===== config.mk =====
export PLATFORM = sky130hd
export DESIGN_NAME = simon_engine
export DESIGN_NICKNAME = d
export VERILOG_FILES = /design/src/rtl/simon_pkg.sv /design/src/rtl/simon_lfsr.sv /design/src/rtl/simon_engine.sv
export SDC_FILE = /design/constraint.sdc
export NUM_CORES = 1
export LEC_CHECK = 0
export ABC_AREA = 1
export BUFFER_PORTS_ARGS = -buffer_cell sky130_fd_sc_hd__clkbuf_2
export CAP_MARGIN = 20
export CORE_UTILIZATION = 40
export CTS_CLUSTER_SIZE = 24
export DETAILED_ROUTE_END_ITERATION = 10
export SLEW_MARGIN = 20
export SYNTH_ARGS = -nofsm -noshare
export SYNTH_HDL_FRONTEND = slang
export SYNTH_SLANG_ARGS = --single-unit

===== constraint.sdc =====
create_clock -name clk -period 3.1 [get_ports clk]
set_input_delay 0.31 -clock clk [delete_from_list [all_inputs] [get_ports clk]]
set_output_delay 0.31 -clock clk [all_outputs]
set_load 0.03 [all_outputs]

===== src/rtl/simon_pkg.sv =====
// Shared definitions for the Simon game engine: state encoding, widths and the
// pad-index to lamp-mask helper.
package simon_pkg;

    localparam int unsigned MAX_PADS = 8;
    localparam int unsigned LFSR_W   = 16;
    localparam int unsigned STATE_W  = 3;

    typedef enum logic [STATE_W-1:0] {
        S_IDLE     = 3'd0,
        S_PAUSE    = 3'd1,
        S_SHOW_ON  = 3'd2,
        S_SHOW_OFF = 3'd3,
        S_INPUT    = 3'd4,
        S_WIN      = 3'd5,
        S_LOSE     = 3'd6
    } state_t;

    function automatic logic [MAX_PADS-1:0] pad_onehot(input int unsigned idx);
        return MAX_PADS'(1) << idx;
    endfunction

endpackage


===== src/rtl/simon_lfsr.sv =====
// Free-running 16-bit Fibonacci LFSR (taps 16,15,13,4) folded into a pad index
// in the range 0..NUM_PADS-1.
module simon_lfsr
    import simon_pkg::*;
#(
    parameter int unsigned       NUM_PADS = 4,
    parameter logic [LFSR_W-1:0] SEED     = 16'hACE1
) (
    input  logic                        clk,
    input  logic                        rst_n,
    output logic [$clog2(NUM_PADS)-1:0] idx
);

    localparam int unsigned IW = $clog2(NUM_PADS);

    logic [LFSR_W-1:0] q;
    logic [IW-1:0]     raw;

    always_ff @(posedge clk or negedge rst_n) begin
        if (!rst_n) begin
            q <= SEED;
        end else begin
            q <= {q[14:0], q[15] ^ q[14] ^ q[12] ^ q[3]};
        end
    end

    // A single subtraction suffices: raw < 2*NUM_PADS for any pad count.
    assign raw = q[IW-1:0];
    assign idx = (32'(raw) >= NUM_PADS) ? raw - IW'(NUM_PADS) : raw;

endmodule


===== src/rtl/simon_engine.sv =====
// Simon game engine: grows a random pad sequence, replays it on the lamps,
// checks the player's presses and keeps score and high score.
module simon_engine
    import simon_pkg::*;
#(
    parameter int unsigned       NUM_PADS  = 4,
    parameter int unsigned       MAX_LEN   = 16,
    parameter int unsigned       SLOW_ON   = 50_000_000,
    parameter int unsigned       SLOW_OFF  = 10_000_000,
    parameter int unsigned       FAST_ON   = 20_000_000,
    parameter int unsigned       FAST_OFF  = 5_000_000,
    parameter int unsigned       TIMEOUT   = 300_000_000,
    parameter logic [LFSR_W-1:0] LFSR_SEED = 16'hACE1
) (
    input  logic                           clk,
    input  logic                           rst_n,
    input  logic                           start,
    input  logic                           speed_sel,
    input  logic [$clog2(MAX_LEN+1)-1:0]   target_len,
    input  logic [NUM_PADS-1:0]            pad_in,
    output logic [NUM_PADS-1:0]            pad_out,
    output logic [STATE_W-1:0]             state,
    output logic [$clog2(MAX_LEN+1)-1:0]   score,
    output logic [$clog2(MAX_LEN+1)-1:0]   high_score,
    output logic                           win,
    output logic                           lose
);

    localparam int unsigned LW = $clog2(MAX_LEN + 1);
    localparam int unsigned IW = $clog2(NUM_PADS);
    localparam int unsigned AW = $clog2(MAX_LEN);

    state_t            st;
    logic [NUM_PADS-1:0] pad_in_q;
    logic [NUM_PADS-1:0] press;
    logic              start_q;
    logic              start_rise;
    logic              speed;
    logic [LW-1:0]     target;
    logic [LW-1:0]     len;
    logic [LW-1:0]     pos;
    logic [31:0]       cnt;
    logic [31:0]       timer;
    logic              blink;

    logic [IW-1:0]     seq [MAX_LEN];
    logic [IW-1:0]     seq_rd;
    logic              seq_we;
    logic [AW-1:0]     seq_waddr;
    logic [IW-1:0]     lfsr_idx;

    logic [31:0]       on_cycles;
    logic [31:0]       off_cycles;
    logic [NUM_PADS-1:0] expected;
    logic              any_press;
    logic              hit;
    logic              last;
    logic [LW-1:0]     target_eff;
    logic [LW-1:0]     score_inc;
    logic [LW-1:0]     high_win;
    logic [LW-1:0]     high_lose;

    simon_lfsr #(
        .NUM_PADS (NUM_PADS),
        .SEED     (LFSR_SEED)
    ) u_lfsr (
        .clk   (clk),
        .rst_n (rst_n),
        .idx   (lfsr_idx)
    );

    // Edge detectors are registered, so a press is seen one cycle after the rise.
    always_ff @(posedge clk or negedge rst_n) begin
        if (!rst_n) begin
            pad_in_q   <= '0;
            press      <= '0;
            start_q    <= 1'b0;
            start_rise <= 1'b0;
        end else begin
            pad_in_q   <= pad_in;
            press      <= pad_in & ~pad_in_q;
            start_q    <= start;
            start_rise <= start & ~start_q;
        end
    end

    assign on_cycles  = speed ? SLOW_ON  : FAST_ON;
    assign off_cycles = speed ? SLOW_OFF : FAST_OFF;
    assign seq_rd     = seq[pos[AW-1:0]];
    assign expected   = NUM_PADS'(pad_onehot(32'(seq_rd)));
    assign any_press  = |press;
    assign hit        = (press == expected);
    assign last       = (pos == len - LW'(1));
    assign target_eff = (target_len == '0 || 32'(target_len) > MAX_LEN) ? LW'(MAX_LEN) : target_len;
    assign score_inc  = (32'(score) >= MAX_LEN) ? score : score + LW'(1);
    assign high_win   = (score_inc > high_score) ? score_inc : high_score;
    assign high_lose  = (score > high_score) ? score : high_score;
    assign state      = st;

    always_comb begin
        // NOTE: every always_comb output gets a default first so no latch is inferred.
        seq_we    = 1'b0;
        seq_waddr = '0;
        if (st == S_IDLE && start_rise) begin
            seq_we = 1'b1;
        end else if (st == S_INPUT && any_press && hit && last && len != target) begin
            seq_we    = 1'b1;
            seq_waddr = len[AW-1:0];
        end
    end

    // NOTE: the sequence store has no reset; every entry is written before it is read.
    always_ff @(posedge clk) begin
        if (seq_we) begin
            seq[seq_waddr] <= lfsr_idx;
        end
    end

    always_ff @(posedge clk or negedge rst_n) begin
        if (!rst_n) begin
            st         <= S_IDLE;
            pad_out    <= '0;
            score      <= '0;
            high_score <= '0;
            win        <= 1'b0;
            lose       <= 1'b0;
            speed      <= 1'b0;
            target     <= '0;
            len        <= '0;
            pos        <= '0;
            cnt        <= '0;
            timer      <= '0;
            blink      <= 1'b0;
        end else begin
            // NOTE: non-blocking defaults here; a later assignment in the case overrides them.
            win  <= 1'b0;
            lose <= 1'b0;
            case (st)
                S_IDLE: begin
                    pad_out <= '0;
                    if (start_rise) begin
                        speed  <= speed_sel;
                        target <= target_eff;
                        len    <= LW'(1);
                        pos    <= '0;
                        score  <= '0;
                        cnt    <= '0;
                        st     <= S_PAUSE;
                    end
                end
                S_PAUSE: begin
                    pad_out <= '0;
                    if (cnt == off_cycles - 32'd1) begin
                        cnt <= '0;
                        pos <= '0;
                        st  <= S_SHOW_ON;
                    end else begin
                        cnt <= cnt + 32'd1;
                    end
                end
                S_SHOW_ON: begin
                    pad_out <= expected;
                    if (cnt == on_cycles - 32'd1) begin
                        cnt <= '0;
                        st  <= S_SHOW_OFF;
                    end else begin
                        cnt <= cnt + 32'd1;
                    end
                end
                S_SHOW_OFF: begin
                    pad_out <= '0;
                    if (cnt == off_cycles - 32'd1) begin
                        cnt <= '0;
                        if (last) begin
                            pos   <= '0;
                            timer <= '0;
                            st    <= S_INPUT;
                        end else begin
                            pos <= pos + LW'(1);
                            st  <= S_SHOW_ON;
                        end
                    end else begin
                        cnt <= cnt + 32'd1;
                    end
                end
                S_INPUT: begin
                    pad_out <= pad_in;
                    // A press in the timeout cycle is evaluated first and wins.
                    if (any_press) begin
                        if (hit) begin
                            timer <= '0;
                            if (!last) begin
                                pos <= pos + LW'(1);
                            end else begin
                                score <= score_inc;
                                if (len == target) begin
                                    high_score <= high_win;
                                    win        <= 1'b1;
                                    st         <= S_WIN;
                                end else begin
                                    len <= len + LW'(1);
                                    cnt <= '0;
                                    st  <= S_PAUSE;
                                end
                            end
                        end else begin
                            high_score <= high_lose;
                            lose       <= 1'b1;
                            cnt        <= '0;
                            blink      <= 1'b1;
                            st         <= S_LOSE;
                        end
                    end else if (timer == TIMEOUT - 32'd1) begin
                        high_score <= high_lose;
                        lose       <= 1'b1;
                        cnt        <= '0;
                        blink      <= 1'b1;
                        st         <= S_LOSE;
                    end else begin
                        timer <= timer + 32'd1;
                    end
                end
                S_WIN: begin
                    pad_out <= '1;
                    if (start_rise) begin
                        st <= S_IDLE;
                    end
                end
                S_LOSE: begin
                    pad_out <= {NUM_PADS{blink}};
                    if (cnt == off_cycles - 32'd1) begin
                        cnt   <= '0;
                        blink <= ~blink;
                    end else begin
                        cnt <= cnt + 32'd1;
                    end
                    if (start_rise) begin
                        st <= S_IDLE;
                    end
                end
                default: st <= S_IDLE;
            endcase
        end
    end

endmodule


==> flow_summary_export.csv <==
group,metric,value,unit
status,status,"complete, no violations",
synthesis,synth_simple_gate_area_share,34.29,%
timing,tightest_slew,0.9167,ns
route,drtIter0Drc,597,
grt,gr-total-overflow,0,
timing,fin_hold_ws,0.01290,ns
placed_design,place_inst,1697,
die,ios,32,
worst_setup_path,worstSetupEndpointType,"register",
route,ant_nets,0,
synthesis,syn_area,9932,um2
die,initial_core_util,40.84,%
synthesis,synth_edf_count,32,
synthesis,synth_top_family_by_area,"simple AND/OR/NAND/NOR gates",
synthesis,synthArstFlopShare,79.75,%
layout,syn2layout_area_growth,11.77,%
synthesis,yosys.area.top_type,"dfrtp_1",
grt,grt_pass1_wl,42.44,mm
worst_hold_path,hold_path.class,"primary input to asynchronous set/reset pin",
layout,final_cells,1732,
worst_setup_path,path_common_cell,"nand2_1",
route,route.detailed.drc,0,
grt,track_usage,20.70,%
layout,utilization,45.64,%
worst_setup_path,cp_top_family,"simple AND/OR/NAND/NOR gates",
synthesis,synth.area.top_cells,"dfrtp_1, nand2_1, edfxtp_1, inv_1, nor2_1",
synthesis,postSynthAreaPerCell,7.282,um2
route,drt_first_pass_iters,5,
power_and_ir_drop,combPwrFrac,29.7,%
synthesis,syn_inst,1364,
timing,rsz0062_at_grt,"false",
clock_network,cts-root-buf,"clkbuf_16",
clock_network,cts_tree,"done",
worst_setup_path,worst_path_max_delay_cell,"dfrtp_2",
power_and_ir_drop,p_int,4161,uW
synthesis,synthMuxAreaShare,0,%
synthesis,yosysWarnings,0,
timing,hold_viol_final,0,
layout,fillCellCount,2489,
die,die-area,25460,um2
synthesis,synth-seq-cells,158,
placed_design,port_buffers,31,
power_and_ir_drop,p_clk_share,33.6,%
die,rows,57,
grt,antenna_found_initial,0,
grt,grt_max_degree,113,
timing,finalSetupTns,0,ns
worst_setup_path,path_class,"register to register",
synthesis,syn_nets,1395,
synthesis,synthFlopType,"dfrtp_1",
worst_setup_path,path_max_fanout,10,
timing,finalSetupViolations,0,
power_and_ir_drop,pwr-share-seq,36.7,%
layout,design_area,11100,um2
route,via_per_inst,5.066,
layout,final_nets,1427,
clock_network,clockBufferDepth,2,
worst_setup_path,path_cells,"inv_1 -> nand3_1 -> nand2_1 -> nand2_1 -> nand2_1 -> inv_1 -> nand2_2 -> nand2_1 -> nand2_2 -> nand2_2 -> nor2_4 -> nand3_2 -> nor2_4 -> nand3b_1 -> nor2_1",
placed_design,globalplace.congestion,0.9745,
route,drt-total-wl,25.53,mm
die,coreArea,24320,um2
power_and_ir_drop,ir_worst_vdd,0.0003553,V
power_and_ir_drop,p_leak,0.005071,uW
clock_network,cts_setup_buffers,0,
clock_network,ctsHtreeMaxLevel,4,
power_and_ir_drop,switchingPower,2470,uW
timing,finalClockSkew,0.01570,ns
layout,drive_gt1_share,9.446,%
timing,slew_violations,0,
placed_design,placed_area,10450,um2
placed_design,dp.final_hpwl,18.38,mm
synthesis,synth_adder_area_share,2.268,%
synthesis,synth-xor-area-share,6.349,%
worst_setup_path,start_kind,"register",
clock_network,clk_pin_slew,0.07,ns
worst_setup_path,cp.arrival,3.03,ns
timing,min_period,2.907,ns
worst_setup_path,crit_buf_inv,2,
die,die_x,159.6,um
synthesis,synth_cell_type_count,42,
synthesis,synth_compound_area_share,6.526,%
layout,antennaDiodeCount,0,
timing,maxSlewHeadroom,38.89,%
clock_network,clk-insertion-delay-late,0.44,ns
route,vias,8775,
power_and_ir_drop,p_per_area,597.3,nW/um2
grt,grt_pass1_vias,8269,
clock_network,cts.sink_count,158,
layout,regArea,4126,um2
die,dieHeight,159.6,um
worst_setup_path,cpPeakStageDelay,0.49,ns
timing,timing.final.crit_share,93.79,%
worst_setup_path,required,3.22,ns
run,max_cap_violations,0,
layout,multi_input_area,4921,um2
clock_network,cts_inserted_buffers,17,
power_and_ir_drop,switching_share,37.25,%
synthesis,yosysTopAreaCellShare,29.73,%
synthesis,yosysSeqAreaShare,41.52,%
route,wl_per_cell,14.74,um
timing,fmax,344.0,MHz
repair_timing:
item / CTS / global route
endpoints found under the setup margin: 0 / 30
gates resized for setup: 0 / 4
endpoints found under the hold margin: 4 / 0
hold buffers: 4 / 0
synthesized netlist by cell type, types with 18 or more instances:
library cell / count
nor3_1: 33
dfrtp_1: 118
xnor2_1: 19
nand4_1: 40
edfxtp_1: 32
inv_1: 169
nand3_1: 94
nand2_1: 408
o21ai_1: 29
xor2_1: 53
nor2_1: 135
o21ai_0: 54
clkbuf_1: 20
ha_1: 18
metal layers:
metal  up-vias  share of wire [%]  track usage (%)
met5         -                  0                0
met4         0                1.3            5.332
met3        29                5.0            2.917
met2       245                 45            32.43
met1      4067                 49            29.92
li1       4434                  -                -
power by group through the flow:
stage / combinational [uW] / sequential, uW / clock (uW)
5_1_grt: 2200 / 2460 / 2340
3_3_place_gp: 1930 / 2470 / 0
2_1_floorplan: 1450 / 2440 / 0
6_report: 1970 / 2440 / 2230
4_1_cts: 1950 / 2430 / 2270
3_5_place_dp: 1940 / 2470 / 0
sequential cells by signal, summed over array words and instances (netlist names):
register,count
score,5
cnt,32
win,1
target,5
pad_out,4
high_score,5
speed,1
lose,1
len,5
state,3
start_q,1
seq,32
start_rise,1
pad_in_q,4
u_lfsr.q,16
timer,32
blink,1
pos,5
press,4
layout make-up:
type,count,share of cell area (%)
clock inverter,12,1.533
inverter,182,6.177
tap,324,3.652
clock buffer,19,3.900
sequential,158,37.17
timing repair buffer,54,3.235
multi-input combinational,983,44.33
layout by cell type (no fill, tap or decap), drive strengths merged, types with 3 or more instances in the layout:
cell / instances
nand2: 418
inv: 178
nor2: 145
dfrtp: 118
nand3: 102
o21ai: 83
xor2: 53
clkbuf: 50
nand4: 40
nor3: 33
edfxtp: 32
xnor2: 19
buf: 19
ha: 18
a21oi: 17
nor4: 16
clkinv: 10
dfstp: 8
or2: 8
nand3b: 7
o21bai: 5
o221ai: 4
bufinv: 4
dlygate4sd3: 4
o211ai: 3
o31ai: 3
kinds of logic (layout without fill, tap and decap cells):
kind of cell | after synthesis | count (layout)
xor+xnor | 72 | 72
fa+ha+maj | 18 | 18
flops | 158 | 158
compound gates | 118 | 118
buf+inv | 223 | 267
simple gates | 775 | 775
final timing paths:
check	end	slack, ns	cells after the start	startpoint
setup / recovery	seq[10][0]$_DFFE_PP_	0.19	15	pos[1]$_DFFE_PN0P_
hold / removal	speed$_DFFE_PN0P_	0.01	1	rst_n
setup reg to reg	seq[10][0]$_DFFE_PP_	0.19	15	pos[1]$_DFFE_PN0P_
hold reg to reg	u_lfsr.q[10]$_DFF_PN1_	0.34	0	u_lfsr.q[9]$_DFF_PN0_
max in group asynchronous	u_lfsr.q[5]$_DFF_PN1_	2.35	2	rst_n
min in group clk	pad_in_q[2]$_DFF_PN0_	0.01	1	pad_in[2]
per-stage QoR:
step | total power [uW] | setup slack (ns)
2_1_floorplan | 3892 | 0.6778
3_3_place_gp | 4399 | 0.1957
3_5_place_dp | 4412 | 0.2029
4_1_cts | 6653 | 0.1794
5_1_grt | 7004 | 0.02839
6_report | 6631 | 0.1926
Note: power is estimated with default switching activity, not from simulation.
